[config.mk]
export PLATFORM = sky130hd
export DESIGN_NAME = sr_unit
export DESIGN_NICKNAME = d
export VERILOG_FILES = /design/src/rtl/sr_unit.sv
export SDC_FILE = /design/constraint.sdc
export NUM_CORES = 1
export LEC_CHECK = 0
export ABC_AREA = 1
export CAP_MARGIN = 20
export CORE_MARGIN = 1
export CORE_UTILIZATION = 41
export DETAILED_ROUTE_END_ITERATION = 12
export GPL_ROUTABILITY_DRIVEN = 1
export GPL_TIMING_DRIVEN = 1
export HOLD_SLACK_MARGIN = 0.03
export PLACE_DENSITY = 0.93
export SYNTH_ARGS = -nofsm -noshare
export SYNTH_HDL_FRONTEND = slang
export SYNTH_SLANG_ARGS = --single-unit
[constraint.sdc]
create_clock -name clk -period 2.2 [get_ports clk]
set_input_delay 0.33 -clock clk [delete_from_list [all_inputs] [get_ports clk]]
set_output_delay 0.33 -clock clk [all_outputs]
set_load 0.03 [all_outputs]
[src/rtl/sr_unit.sv]
// sr_unit: CPU status register (R2) holder and interrupt/RETI SR sequencer.
// Arbitrates the SR source mux word against direct R2 writes, pushes and
// clears SR on interrupt entry, restores SR from the stack on RETI.
// Optional macro SR_RSVD_MASK_EN: forces SR[15:9] to zero on every load.
module sr_unit #(
  parameter int               SR_W      = 16,
  parameter logic [SR_W-1:0]  KEEP_MASK = 16'h0040
) (
  input  logic            clk,
  input  logic            rst_n,
  input  logic [SR_W-1:0] reg_SR_in,
  input  logic            SR_ld,
  input  logic            SR_bus_wr,
  input  logic [SR_W-1:0] SR_bus_data,
  input  logic            irq_req,
  input  logic            reti,
  input  logic            push_ready,
  input  logic            pop_valid,
  input  logic [SR_W-1:0] pop_data,
  output logic [SR_W-1:0] reg_SR_out,
  output logic            push_valid,
  output logic [SR_W-1:0] push_data,
  output logic            pop_req,
  output logic            irq_ack,
  output logic            busy,
  output logic            GIE,
  output logic            cpu_off
);

  localparam int GIE_BIT    = 3;
  localparam int CPUOFF_BIT = 4;

  // Mask applied to every SR load; reserved bits drop out when enabled.
`ifdef SR_RSVD_MASK_EN
  localparam logic [SR_W-1:0] LOAD_MASK = SR_W'(16'h01FF);
`else
  localparam logic [SR_W-1:0] LOAD_MASK = '1;
`endif

  typedef enum logic [1:0] {
    S_IDLE  = 2'd0,
    S_PUSH  = 2'd1,
    S_CLEAR = 2'd2,
    S_POP   = 2'd3
  } state_e;

  state_e          state_q, state_d;
  logic [SR_W-1:0] sr_q, sr_d;

  // State and SR registers.
  always_ff @(posedge clk or negedge rst_n) begin
    if (!rst_n) begin
      state_q <= S_IDLE;
      sr_q    <= '0;
    end else begin
      state_q <= state_d;
      sr_q    <= sr_d;
    end
  end

  // Next state and next SR. Loads are only honoured in IDLE; while the
  // sequencer owns the SR, flag updates and bus writes are dropped.
  always_comb begin
    state_d = state_q;
    sr_d    = sr_q;
    unique case (state_q)
      S_IDLE: begin
        if (reti) begin
          state_d = S_POP;
        end else if (irq_req && sr_q[GIE_BIT]) begin
          state_d = S_PUSH;
        end else if (SR_bus_wr) begin
          sr_d = SR_bus_data & LOAD_MASK;
        end else if (SR_ld) begin
          sr_d = reg_SR_in & LOAD_MASK;
        end
      end
      S_PUSH: begin
        // Committed once entered: a dropped irq_req does not abort.
        if (push_ready) state_d = S_CLEAR;
      end
      S_CLEAR: begin
        // Clearing GIE/CPUOFF wakes the core for the handler.
        sr_d    = sr_q & KEEP_MASK;
        state_d = S_IDLE;
      end
      S_POP: begin
        if (pop_valid) begin
          sr_d    = pop_data & LOAD_MASK;
          state_d = S_IDLE;
        end
      end
      default: state_d = S_IDLE;
    endcase
  end

  // Handshake outputs are pure decodes of registered state.
  always_comb begin
    push_valid = (state_q == S_PUSH);
    push_data  = (state_q == S_PUSH) ? sr_q : '0;
    pop_req    = (state_q == S_POP);
    irq_ack    = (state_q == S_CLEAR);
    busy       = (state_q != S_IDLE);
  end

  // Status taps for the interrupt controller and clock gating.
  always_comb begin
    reg_SR_out = sr_q;
    GIE        = sr_q[GIE_BIT];
    cpu_off    = sr_q[CPUOFF_BIT];
  end

endmodule

---- After elaboration in Yosys (flattened, before gate mapping) ----
Cells that the tools add are included.
cells by class
  bitwise operators ....................... 1
  equality and inequality tests ........... 9
  muxes and demuxes ....................... 12
  reduce and logical (&&, ||, !) cells .... 8
operators by type and width
  operator                                              count
  two-way mux 16 bit                                    6
  case mux 16 bit (3 select lines)                      1
  two-way mux 2 bit                                     4
  != test 2 bit (second input constant)                 4
  case mux 2 bit (4 select lines)                       1
  != test 3 bit (second input constant)                 2
  AND reduction 6 bit                                   1
  AND reduction 5 bit                                   1
  equality test 2 bit (second input constant)           2
  nonzero test 2 bit                                    2
  AND reduction 3 bit                                   1
  nonzero test 3 bit                                    1
  equality test 2 x 1 -> 1 bit (second input constant)  1
  logical NOT 2 bit                                     1
  logical AND 1 bit                                     1
  inverter 1 bit                                        1
word-level totals
  logic and storage cells ................. 33
  register bits ........................... 18
  output and inout bits ................... 38
  bits of input ports ..................... 56

---- Longest topological paths before layout ----
  depth in word-level cells ............... 5
  gate-level depth with buffers ........... 8

---- Least setup slack after synthesis ----
Ideal clock, no wire load.
  path type ............................... register -> output
  start ................................... register state_q[1]
  end ..................................... output push_data[10]
  arrival ................................. 1.589 ns
  slack ................................... 0.281 ns
  buffers on the path ..................... 2
  cell stages (with the launch flop) ...... 7
  cell sequence ........................... dfrtp_1 > inv_1 > ha_1 > buf_2 > clkbuf_1 > nand2_1 > inv_1
on the way
  longest elaborated chain between the ends .. 2
RTL lines
  what                          line  RTL
  from (decl)                   47    state_e state_q, state_d;
  from (signal assigned)        56    state_q <= state_d;
  equality test 2 x 1 -> 1 bit  -
  named net push_valid          21    output logic push_valid,
  two-way mux 16 bit            100   push_data = (state_q == S_PUSH) ? sr_q : '0;
  to (decl)                     22    output logic [SR_W-1:0] push_data,
The timed path passes the listed nets, and every way through them passes these cells.

---- Final worst setup path ----
  start ................................... register state_q[0]
  end ..................................... output irq_ack
on the way
  longest elaborated chain between the ends .. 1
RTL lines
  what                 line  RTL
  equality test 2 bit  102   irq_ack = (state_q == S_CLEAR);
  to (decl)            24    output logic irq_ack,
No other way between the ends.

==> flow_summary.ini <==
[setup_path]
max_stage_delay_ps = 710
critPathSlowestCell = clkdlybuf4s50_1
cp_data_arrival_time_ps = 1800
worstPathMaxFanout = 4
path_cells = inv_1 -> ha_1 -> clkdlybuf4s50_1
startpoint_type = flip-flop
cp.required_ps = 1870
end_kind = primary output
crit_type = flip-flop to primary output

[logic_synthesis]
synth.distinct_cells = 17
seq_area_frac_synth_pct = 28.5
synthDominantCellAreaShare_pct = 28.5
yosys.area.top_type = dfrtp_1
synth_area_per_cell_um2 = 6.06
synth_area_leaders = dfrtp_1 (28%), nand2_1 (28%), inv_1 (13%), nand3_1 (9.8%), ha_1 (4.0%)
ys_ff_latch = 18
syn_nets = 322
yosys_warnings = 0
synth_cells = 261
synthesis.area_um2 = 1580

[pwr]
p_per_area_nw_per_um2 = 1290
peakVddDrop_v = 0.000418
finalPower_mw = 3.29
p_leak_nw = 1.54

[timing]
period_share_pct = 97.0
fin_tns_setup_ps = 0
hold_violations = 0
max_freq_ghz = 0.469
worstMarginPinSlew_ps = 379
setup_viol = 0
min_period_ps = 2130
slew_violations = 0
grt_setup_unrepaired = no
slew_headroom_pct = 74.6
clock_skew_ps = 4.11

[worst_hold_path]
holdCritPathClass = primary input to asynchronous set/reset pin

[route]
route.detailed.drc = 0
wl_per_cell_um = 11.3
first_pass_iters = 4
drt_iter0_drc = 79
routed_wl_um = 4470
route.vias.total = 1786
antenna_left = 0
via_per_inst = 4.50

[clock_tree]
cts-root-buf = clkbuf_8
ctsLongestPathBuffers = 2
clock_sinks = 18
cts_hold_buf = 0
clk_pin_slew_ps = 70
clk_latency_ps = 250
cts_tree = done
cts_buffers = 3
ctsHtreeMaxLevel = 1

[floorplan]
die_area_um2 = 4110
initial_utilization_pct = 42.9
ios = 94
placementRows = 22
die_h_um = 64.1
dieWidth_um = 64.1
core_area_um2 = 3690

[global_route]
grt_pass1_wl_um = 7360
grt_pass1_vias = 1676
gr-total-overflow = 0
grtUsageTotal_pct = 22.9
grt_max_degree = 19
antenna_found_initial = 0

[place]
dp_hpwl_um = 3590
portBuffers = 93
gp_congestion = 0.839

[layout]
insertedDiodeCount = 0
fin_util_pct = 69.1
area_growth_pct = 60.9
nets = 411
drive_gt1_share_pct = 4.87

[job]
max_cap_violations = 0

[outcome]
status = finished clean
layout by cell type (no fill, tap or decap):
master,count
dlymetal6s2s_1,2
ha_1,5
nor2_4,1
dlygate4sd2_1,16
nand4_4,1
nor2_8,2
nor2_1,4
nand2_4,3
inv_1,55
nand3_1,31
dfrtp_1,18
nand2_1,120
nand2_2,1
clkbuf_8,4
inv_2,1
clkdlybuf4s50_1,75
o21ai_0,6
buf_4,4
final cells by class:
cell class | count | area (um^2)
multi-input cells | 174 | 826
repair buffers | 97 | 946
well taps | 48 | 60.1
clock buffers | 4 | 55.1
fillers | 332 | 1140
inverters | 56 | 210
flip-flops and latches | 18 | 450
through the flow:
stage	setup slack [ps]	hold slack [ps]	std cells	instance area (um^2)
detailed placement	207	495	393	2510
finish	66.2	394	397	2550
CTS	23.6	404	397	2540
global route	4.16	424	397	2550
global placement	277	481	393	2510
floorplan	281	34.4	261	1580
worst max-delay path: cells and delay by family (launching register included):
| kind | cells | cell delay, ps |
|---|---|---|
| buffers and inverters | 2 | 840 |
| flip-flops | 1 | 410 |
| adder cells (fa/ha/maj) | 1 | 290 |
synth_stat cells, drive strengths merged:
cell type  instances
nand2            124
clkbuf             1
inv               56
o21ai              6
nor2               7
ha                 5
nand4              1
dfrtp             18
buf               12
nand3             31
worst paths after layout:
kind,start,to,slack (ps),depth (start not counted)
min in group clk,reg_SR_out[7]$_DFFE_PN0P_,reg_SR_out[7]$_DFFE_PN0P_,510,2
hold reg to reg,reg_SR_out[7]$_DFFE_PN0P_,reg_SR_out[7]$_DFFE_PN0P_,510,2
setup / recovery,state_q[0]$_DFFE_PN0P_,irq_ack,70,3
hold / removal,rst_n,state_q[0]$_DFFE_PN0P_,390,2
setup reg to reg,state_q[0]$_DFFE_PN0P_,reg_SR_out[3]$_DFFE_PN0P_,470,7
max in group asynchronous,rst_n,reg_SR_out[11]$_DFFE_PN0P_,1610,2
power by group:
group / internal [mW] / switching, mW
clock: 0.159 / 0.109
sequential: 0.500 / 0.135
combinational: 0.871 / 1.51
total: 1.53 / 1.76
timing repair:
action                                  CTS  global route
setup buffers                             0             0
resized for setup                        16             2
endpoints found under the setup margin   16             2
flip-flops by register name, summed over array words and instances, names as in the netlist:
name and flops:
reg_SR_out 16, state_q 2
routing by layer:
| layer | wire [um] | share of wire [%] | track usage [%] | vias to the layer above |
|---|---|---|---|---|
| met4 | 65 | 1.5 | 8.61 | 0 |
| met5 | 0 | 0 | 0 | - |
| met3 | 236 | 5.3 | 2.86 | 7 |
| met2 | 2300 | 51 | 41.9 | 68 |
| li1 | - | - | - | 934 |
| met1 | 1870 | 42 | 27.1 | 777 |
logic make-up (layout without fill, tap and decap cells):
logic type                 count (synthesis)  after routing  share of synthesized area, %
AOI/OAI and AO/OA                          6              6                          1.90
DFF                                       18             18                          28.5
adders and majority gates                  5              5                          3.95
and+or+nand+nor                          163            163                          46.3
buffers and inverters                     69            157                          19.4
Power figures use the tool's default switching activity.
